$ cat src/rtl/prime_list.sv
// Self-initialising prime table: a sieve over 2..2^DATA_W-1 is compacted into an
// ordered table after reset, then index selects the n-th prime with one cycle of latency.
//
// state   | meaning
// SCAN    | advance p; start marking multiples of p when flag[p] is still set
// MARK    | clear flag[m] for m = p*p, p*p+p, ... up to 2^DATA_W-1
// COMPACT | copy each surviving candidate c into table[wptr]
// DONE    | table built, ready held high until reset
module prime_list #(
  parameter int DATA_W  = 9,
  parameter int INDEX_W = 13,
  parameter int TABLE_D = 97
) (
  input  logic               clk,
  input  logic               rst_n,
  input  logic [INDEX_W-1:0] index,
  output logic               ready,
  output logic [DATA_W-1:0]  data
);

  localparam int FLAG_N = 2 ** DATA_W;
  localparam int TW     = $clog2(TABLE_D + 1);

  localparam logic [DATA_W:0]     MAX_V  = {1'b0, {DATA_W{1'b1}}};
  localparam logic [2*DATA_W+1:0] MAX_PP = {{(DATA_W + 2){1'b0}}, {DATA_W{1'b1}}};
  localparam logic [DATA_W:0]     TWO    = {{(DATA_W - 1){1'b0}}, 2'b10};

  typedef enum logic [1:0] {SCAN, MARK, COMPACT, DONE} state_t;

  state_t              state;
  logic [FLAG_N-1:0]   flags;
  logic [DATA_W:0]     p;
  logic [DATA_W:0]     m;
  logic [DATA_W:0]     c;
  logic [INDEX_W-1:0]  wptr;
  logic [DATA_W-1:0]   tbl [0:TABLE_D];

  logic [2*DATA_W+1:0] pp;
  logic [DATA_W:0]     mp;
  logic                tbl_we;
  logic                idx_ok;

  always_comb begin
    pp     = {{(DATA_W + 1){1'b0}}, p} * {{(DATA_W + 1){1'b0}}, p};
    mp     = m + p;
    tbl_we = (state == COMPACT) && flags[c[DATA_W-1:0]] && (wptr <= INDEX_W'(TABLE_D));
    // full-width range check so high index bits never alias onto a table entry
    idx_ok = (index != '0) && (index <= INDEX_W'(TABLE_D));
  end

  always_ff @(posedge clk or negedge rst_n) begin
    if (!rst_n) begin
      state <= SCAN;
      p     <= TWO;
      m     <= '0;
      c     <= '0;
      wptr  <= INDEX_W'(1);
      ready <= 1'b0;
      flags <= {{(FLAG_N - 2){1'b1}}, 2'b00};
    end else begin
      case (state)
        SCAN: begin
          if (pp > MAX_PP) begin
            state <= COMPACT;
            c     <= TWO;
          end else if (flags[p[DATA_W-1:0]]) begin
            m     <= pp[DATA_W:0];
            state <= MARK;
          end else begin
            p <= p + 1'b1;
          end
        end
        MARK: begin
          flags[m[DATA_W-1:0]] <= 1'b0;
          if (mp > MAX_V) begin
            state <= SCAN;
            p     <= p + 1'b1;
          end else begin
            m <= mp;
          end
        end
        COMPACT: begin
          if (tbl_we) wptr <= wptr + 1'b1;
          if (c == MAX_V) begin
            state <= DONE;
            ready <= 1'b1;
          end else begin
            c <= c + 1'b1;
          end
        end
        DONE: ready <= 1'b1;
        default: state <= SCAN;
      endcase
    end
  end

  always_ff @(posedge clk) begin
    if (tbl_we) tbl[wptr[TW-1:0]] <= c[DATA_W-1:0];
  end

  always_ff @(posedge clk or negedge rst_n) begin
    if (!rst_n)
      data <= '0;
    else if (ready && idx_ok)
      data <= tbl[index[TW-1:0]];
    else
      data <= '0;
  end

endmodule

$ cat config.mk
export PLATFORM = sky130hd
export DESIGN_NAME = prime_list
export DESIGN_NICKNAME = d
export VERILOG_FILES = /design/src/rtl/prime_list.sv
export SDC_FILE = /design/constraint.sdc
export NUM_CORES = 2
export LEC_CHECK = 0
export ABC_CLOCK_PERIOD_IN_PS = 7100
export BUFFER_PORTS_ARGS = -buffer_cell sky130_fd_sc_hd__buf_2
export CORE_UTILIZATION = 59
export CTS_BUF_LIST = sky130_fd_sc_hd__clkbuf_8
export DETAILED_ROUTE_END_ITERATION = 16
export GPL_ROUTABILITY_DRIVEN = 0
export PLACE_DENSITY = 0.78
export SLEW_MARGIN = 20
export SYNTH_ARGS = -nofsm -noshare
export SYNTH_HDL_FRONTEND = slang
export SYNTH_SLANG_ARGS = --single-unit
$ cat constraint.sdc
create_clock -name clk -period 7.1 [get_ports clk]
set_input_delay 1.42 -clock clk [delete_from_list [all_inputs] [get_ports clk]]
set_output_delay 1.42 -clock clk [all_outputs]
set_load 0.01 [all_outputs]
==> impl_summary.log <==
INFO  metric worst_ep_required_time = 7900 ps
INFO  metric worst_skew = 57.7 ps
INFO  metric initial_utilization = 59.7%
INFO  metric antenna_found_initial = 4
INFO  metric vias = 37.7k
INFO  metric synth.yosys.seq_area_share = 62.5%
INFO  metric avgViaCountPerCell = 6.73
INFO  metric r2r_start = p[1]
INFO  metric post_synth_edffs = 882
INFO  metric globalRoute.totalOverflow = 0
INFO  metric hold_start = wptr[8]
INFO  metric setup_violations = 0
INFO  metric critPathArrivalTime = 7640 ps
INFO  metric max_clock_freq = 146 MHz
INFO  metric design_area = 72900 sq um
INFO  metric post-layout-total-power = 15.9 mW
INFO  metric layout-drive-gt1-share = 39.9%
INFO  metric fillers = 7324
INFO  metric area_growth = 10.3%
INFO  metric cap_viol_max_count = 0
INFO  metric drc_errors = 0
INFO  metric critPathLaunch = p[1]
INFO  metric ys_ff_latch = 1449
INFO  metric regToRegEndpoint = m[5]
INFO  metric reg2reg_setup_slack = 270 ps
INFO  metric core_box_area = 111000 sq um
INFO  metric synth.avg_cell_area = 17.5 sq um
INFO  metric fp-row-count = 122
INFO  metric slew_headroom = 24.0%
INFO  metric ys_dominant_reg_cell = edfxtp_1
INFO  metric drt_pre_antenna_iters = 6
INFO  metric cts_post_setup_buffers_inserted = 0
INFO  metric cts_max_path_buffers = 3
INFO  metric hpwl_detailed = 98.6 mm
INFO  metric worst_skew_pair.late_latency = 930 ps
INFO  metric cts_stage_hold_buffer_count = 0
INFO  metric pin_count = 25
INFO  metric crit_type = reg -> reg
INFO  metric holdPathEnd = wptr[8]
INFO  metric cts_inserted_buffers = 220
INFO  metric grt_use_total = 29.7%
INFO  metric count_of_port_buffers_added_during_placement = 24
INFO  metric hold_path_depth = 0
INFO  metric drt-total-wl = 163 mm
INFO  metric leakagePower = 23.9 nW
INFO  metric dieArea = 113000 sq um
INFO  metric finalHoldViolations = 0
INFO  metric cts_sinks = 1449
INFO  metric maxSlewViolCount = 0
INFO  metric type_of_the_tightest_min_delay_check = reg -> reg
INFO  metric worstPathMaxFanout = 13
INFO  metric synth_warnings = 0
INFO  metric die-width = 337 um
INFO  metric rsz0062_at_grt = false
INFO  metric post_cts_resized = 0
INFO  metric reg2regPathDepth = 20
INFO  metric tritoncts = yes
INFO  metric totalNegativeSetupSlack = 0 ps
INFO  metric drt.antenna.violating_nets = 0
INFO  metric crit_slowest_cell = dfstp_4
INFO  metric synthArstFlopShare = 39.1%
INFO  metric cts.root.buffer_cell = clkbuf_8
INFO  metric timing.final.crit_share = 96.2%
INFO  metric vdd_ir_drop_max = 169 uV
INFO  metric wl_per_cell = 29.1 um
INFO  metric clock_pin_slew_of_the_registers_on_the_worst_case_setup_and_hold_paths = 70 ps
INFO  metric drtIter0Drc = 3608
INFO  metric synth_cell_types = 78
INFO  metric worst_setup_path_end_kind = flip-flop
INFO  metric powerDensity = 218 nW/um^2
INFO  metric run_status = complete, no violations
INFO  metric die_height = 337 um
INFO  metric min_period = 6830 ps
INFO  metric critPathMaxStageDelay = 720 ps
INFO  metric grt_pass1_vias = 38.9k
INFO  metric wire_length_of_the_first_global_routing_pass = 247 mm
INFO  metric crit_path_frequent_cell = fa_1
INFO  metric postPlaceCellArea = 68500 sq um
INFO  metric maximum_number_of_pins_on_one_net_before_global_route_repair = 189
INFO  metric synth.cell_area = 66100 sq um
INFO  metric layout.nets = 4068
INFO  metric syn-instance-count = 3787
INFO  metric worst_path_cell_chain = and2_1 -> fa_1 -> fa_1 -> ha_1 -> fa_1 -> inv_1 -> fa_1 -> inv_1 -> ha_1 -> a21o_1 -> a221oi_2 -> o211ai_1 -> a2111o_1 -> a31o_2 -> a221oi_1 -> o211ai_1 -> buf_4 -> nor2_1 -> o221ai_2 -> mux2_2
INFO  metric syn-num-nets = 3916
INFO  metric crit_path_start_kind = flip-flop
INFO  metric htree_levels = 4
INFO  metric worst_slew_pin_slew = 1140 ps
[cells in the mapped netlist (all sizes together) (5+ instances only)]
cell	count	share of area [%]
edfxtp	882	40
mux4	567	19
dfstp	512	20
a21boi	323	3.7
o21a	202	2.3
clkbuf	183	1.0
nor3	112	0.85
nand2	103	0.59
buf	101	0.96
nor2	87	0.49
inv	82	0.47
ha	66	1.2
dfrtp	55	2.1
a21oi	53	0.40
fa	48	1.5
mux2i	37	0.56
a22oi	33	0.37
nand3	33	0.25
nor2b	31	0.29
xnor2	29	0.38
and2	25	0.24
a211oi	21	0.24
o21ai	21	0.16
mux2	14	0.24
a221oi	13	0.19
nand2b	12	0.11
or3	11	0.10
and3	10	0.095
a21o	9	0.10
nor4	8	0.076
xor2	8	0.11
a22o	7	0.093
nand4	7	0.066
nor3b	7	0.079
o211ai	7	0.079
o31ai	7	0.087
a2111oi	5	0.066
a31oi	5	0.047
o221ai	5	0.076
or2	5	0.047
[routing by layer]
metal / share of wire, % / track usage, % / vias to the layer above
met5: 0.0061 / 0 / -
met3: 8.5 / 5.82 / 456
met2: 49 / 47.6 / 2012
met1: 37 / 39.0 / 19800
met4: 5.3 / 15.5 / 2
li1: - / - / 15500
[logic make-up (layout without fill, tap and decap cells)]
logic type	Yosys count	count (layout)	share of synthesized area (%)
AOI/OAI and AO/OA	735	735	8.20
other	0	3	0
and+or+nand+nor	465	465	3.46
muxes	618	618	20.2
buffers and inverters	369	703	2.48
DFF	1449	1449	62.5
xor gates and xnor gates	37	37	0.490
adders and majority gates	114	114	2.70
[worst max-delay path, delay by kind of cell (launching register included)]
kind / cells / cell delay, ps
buf+inv: 3 / 300
fa+ha+maj: 6 / 2680
flops: 1 / 720
mux: 1 / 340
simple gates: 2 / 430
compound gates: 8 / 2230
[how the worst max path moves through the flow]
stage           end  slack, ps  cells past startpoint
2_1_floorplan  m[0]         20                     24
3_3_place_gp   m[8]        430                     20
3_5_place_dp   m[4]        360                     20
4_1_cts        m[7]        340                     20
5_1_grt        m[6]          2                     21
6_report       m[5]        270                     20
[cell type report]
| class | count | area, sq um | area share [%] |
|---|---|---|---|
| clock inverters | 144 | 815 | 1.12 |
| multi-input cells | 1969 | 23200 | 31.9 |
| diodes | 3 | 7.51 | 0.0103 |
| flip-flops and latches | 1449 | 41400 | 56.7 |
| clock buffers | 260 | 3580 | 4.91 |
| repair buffers | 214 | 1720 | 2.35 |
| inverters | 85 | 319 | 0.438 |
| well taps | 1488 | 1860 | 2.55 |
[state kept, by name, summed over array words and instances (netlist names)]
signal / flops
c: 10
data: 9
flags: 512
m: 10
p: 10
ready: 1
state: 2
tbl: 882
wptr: 13
[metrics by stage]
step / util, % / hold WS (ps) / instances / worst slack, ps
detailed placement: 61.8 / 367 / 5205 / 365
CTS: 65.8 / 383 / 5609 / 342
finish: 65.8 / 381 / 5612 / 267
global placement: 61.8 / 366 / 5205 / 430
floorplan: - / 430 / 3787 / 15.0
global route: 65.8 / 393 / 5612 / 2.01
[power breakdown]
| part | internal, mW | switching, mW |
|---|---|---|
| Combinational | 0.0786 | 0.163 |
| Sequential | 8.89 | 0 |
| Clock | 3.52 | 3.23 |
| Total | 12.5 | 3.40 |
[placed cells by master, fill, tap and decap left out, types with 21 or more instances in the layout]
cell type | netlist | routed
a211oi_1 | 21 | 21
a21boi_0 | 323 | 323
a21oi_1 | 53 | 52
a22oi_1 | 33 | 33
and2_1 | 25 | 25
buf_4 | 21 | 180
clkbuf_8 | 0 | 260
clkinv_1 | 3 | 28
clkinv_2 | 0 | 26
dfrtp_1 | 55 | 44
dfstp_2 | 512 | 511
edfxtp_1 | 882 | 882
fa_1 | 48 | 48
ha_1 | 66 | 66
inv_1 | 81 | 157
mux2i_1 | 37 | 37
mux4_2 | 556 | 556
nand2_1 | 102 | 102
nand3_1 | 33 | 33
nor2_1 | 87 | 74
nor2b_1 | 31 | 29
nor3_1 | 112 | 108
o21a_1 | 202 | 202
xnor2_1 | 29 | 29
Note: power is estimated with default switching activity, not from simulation.
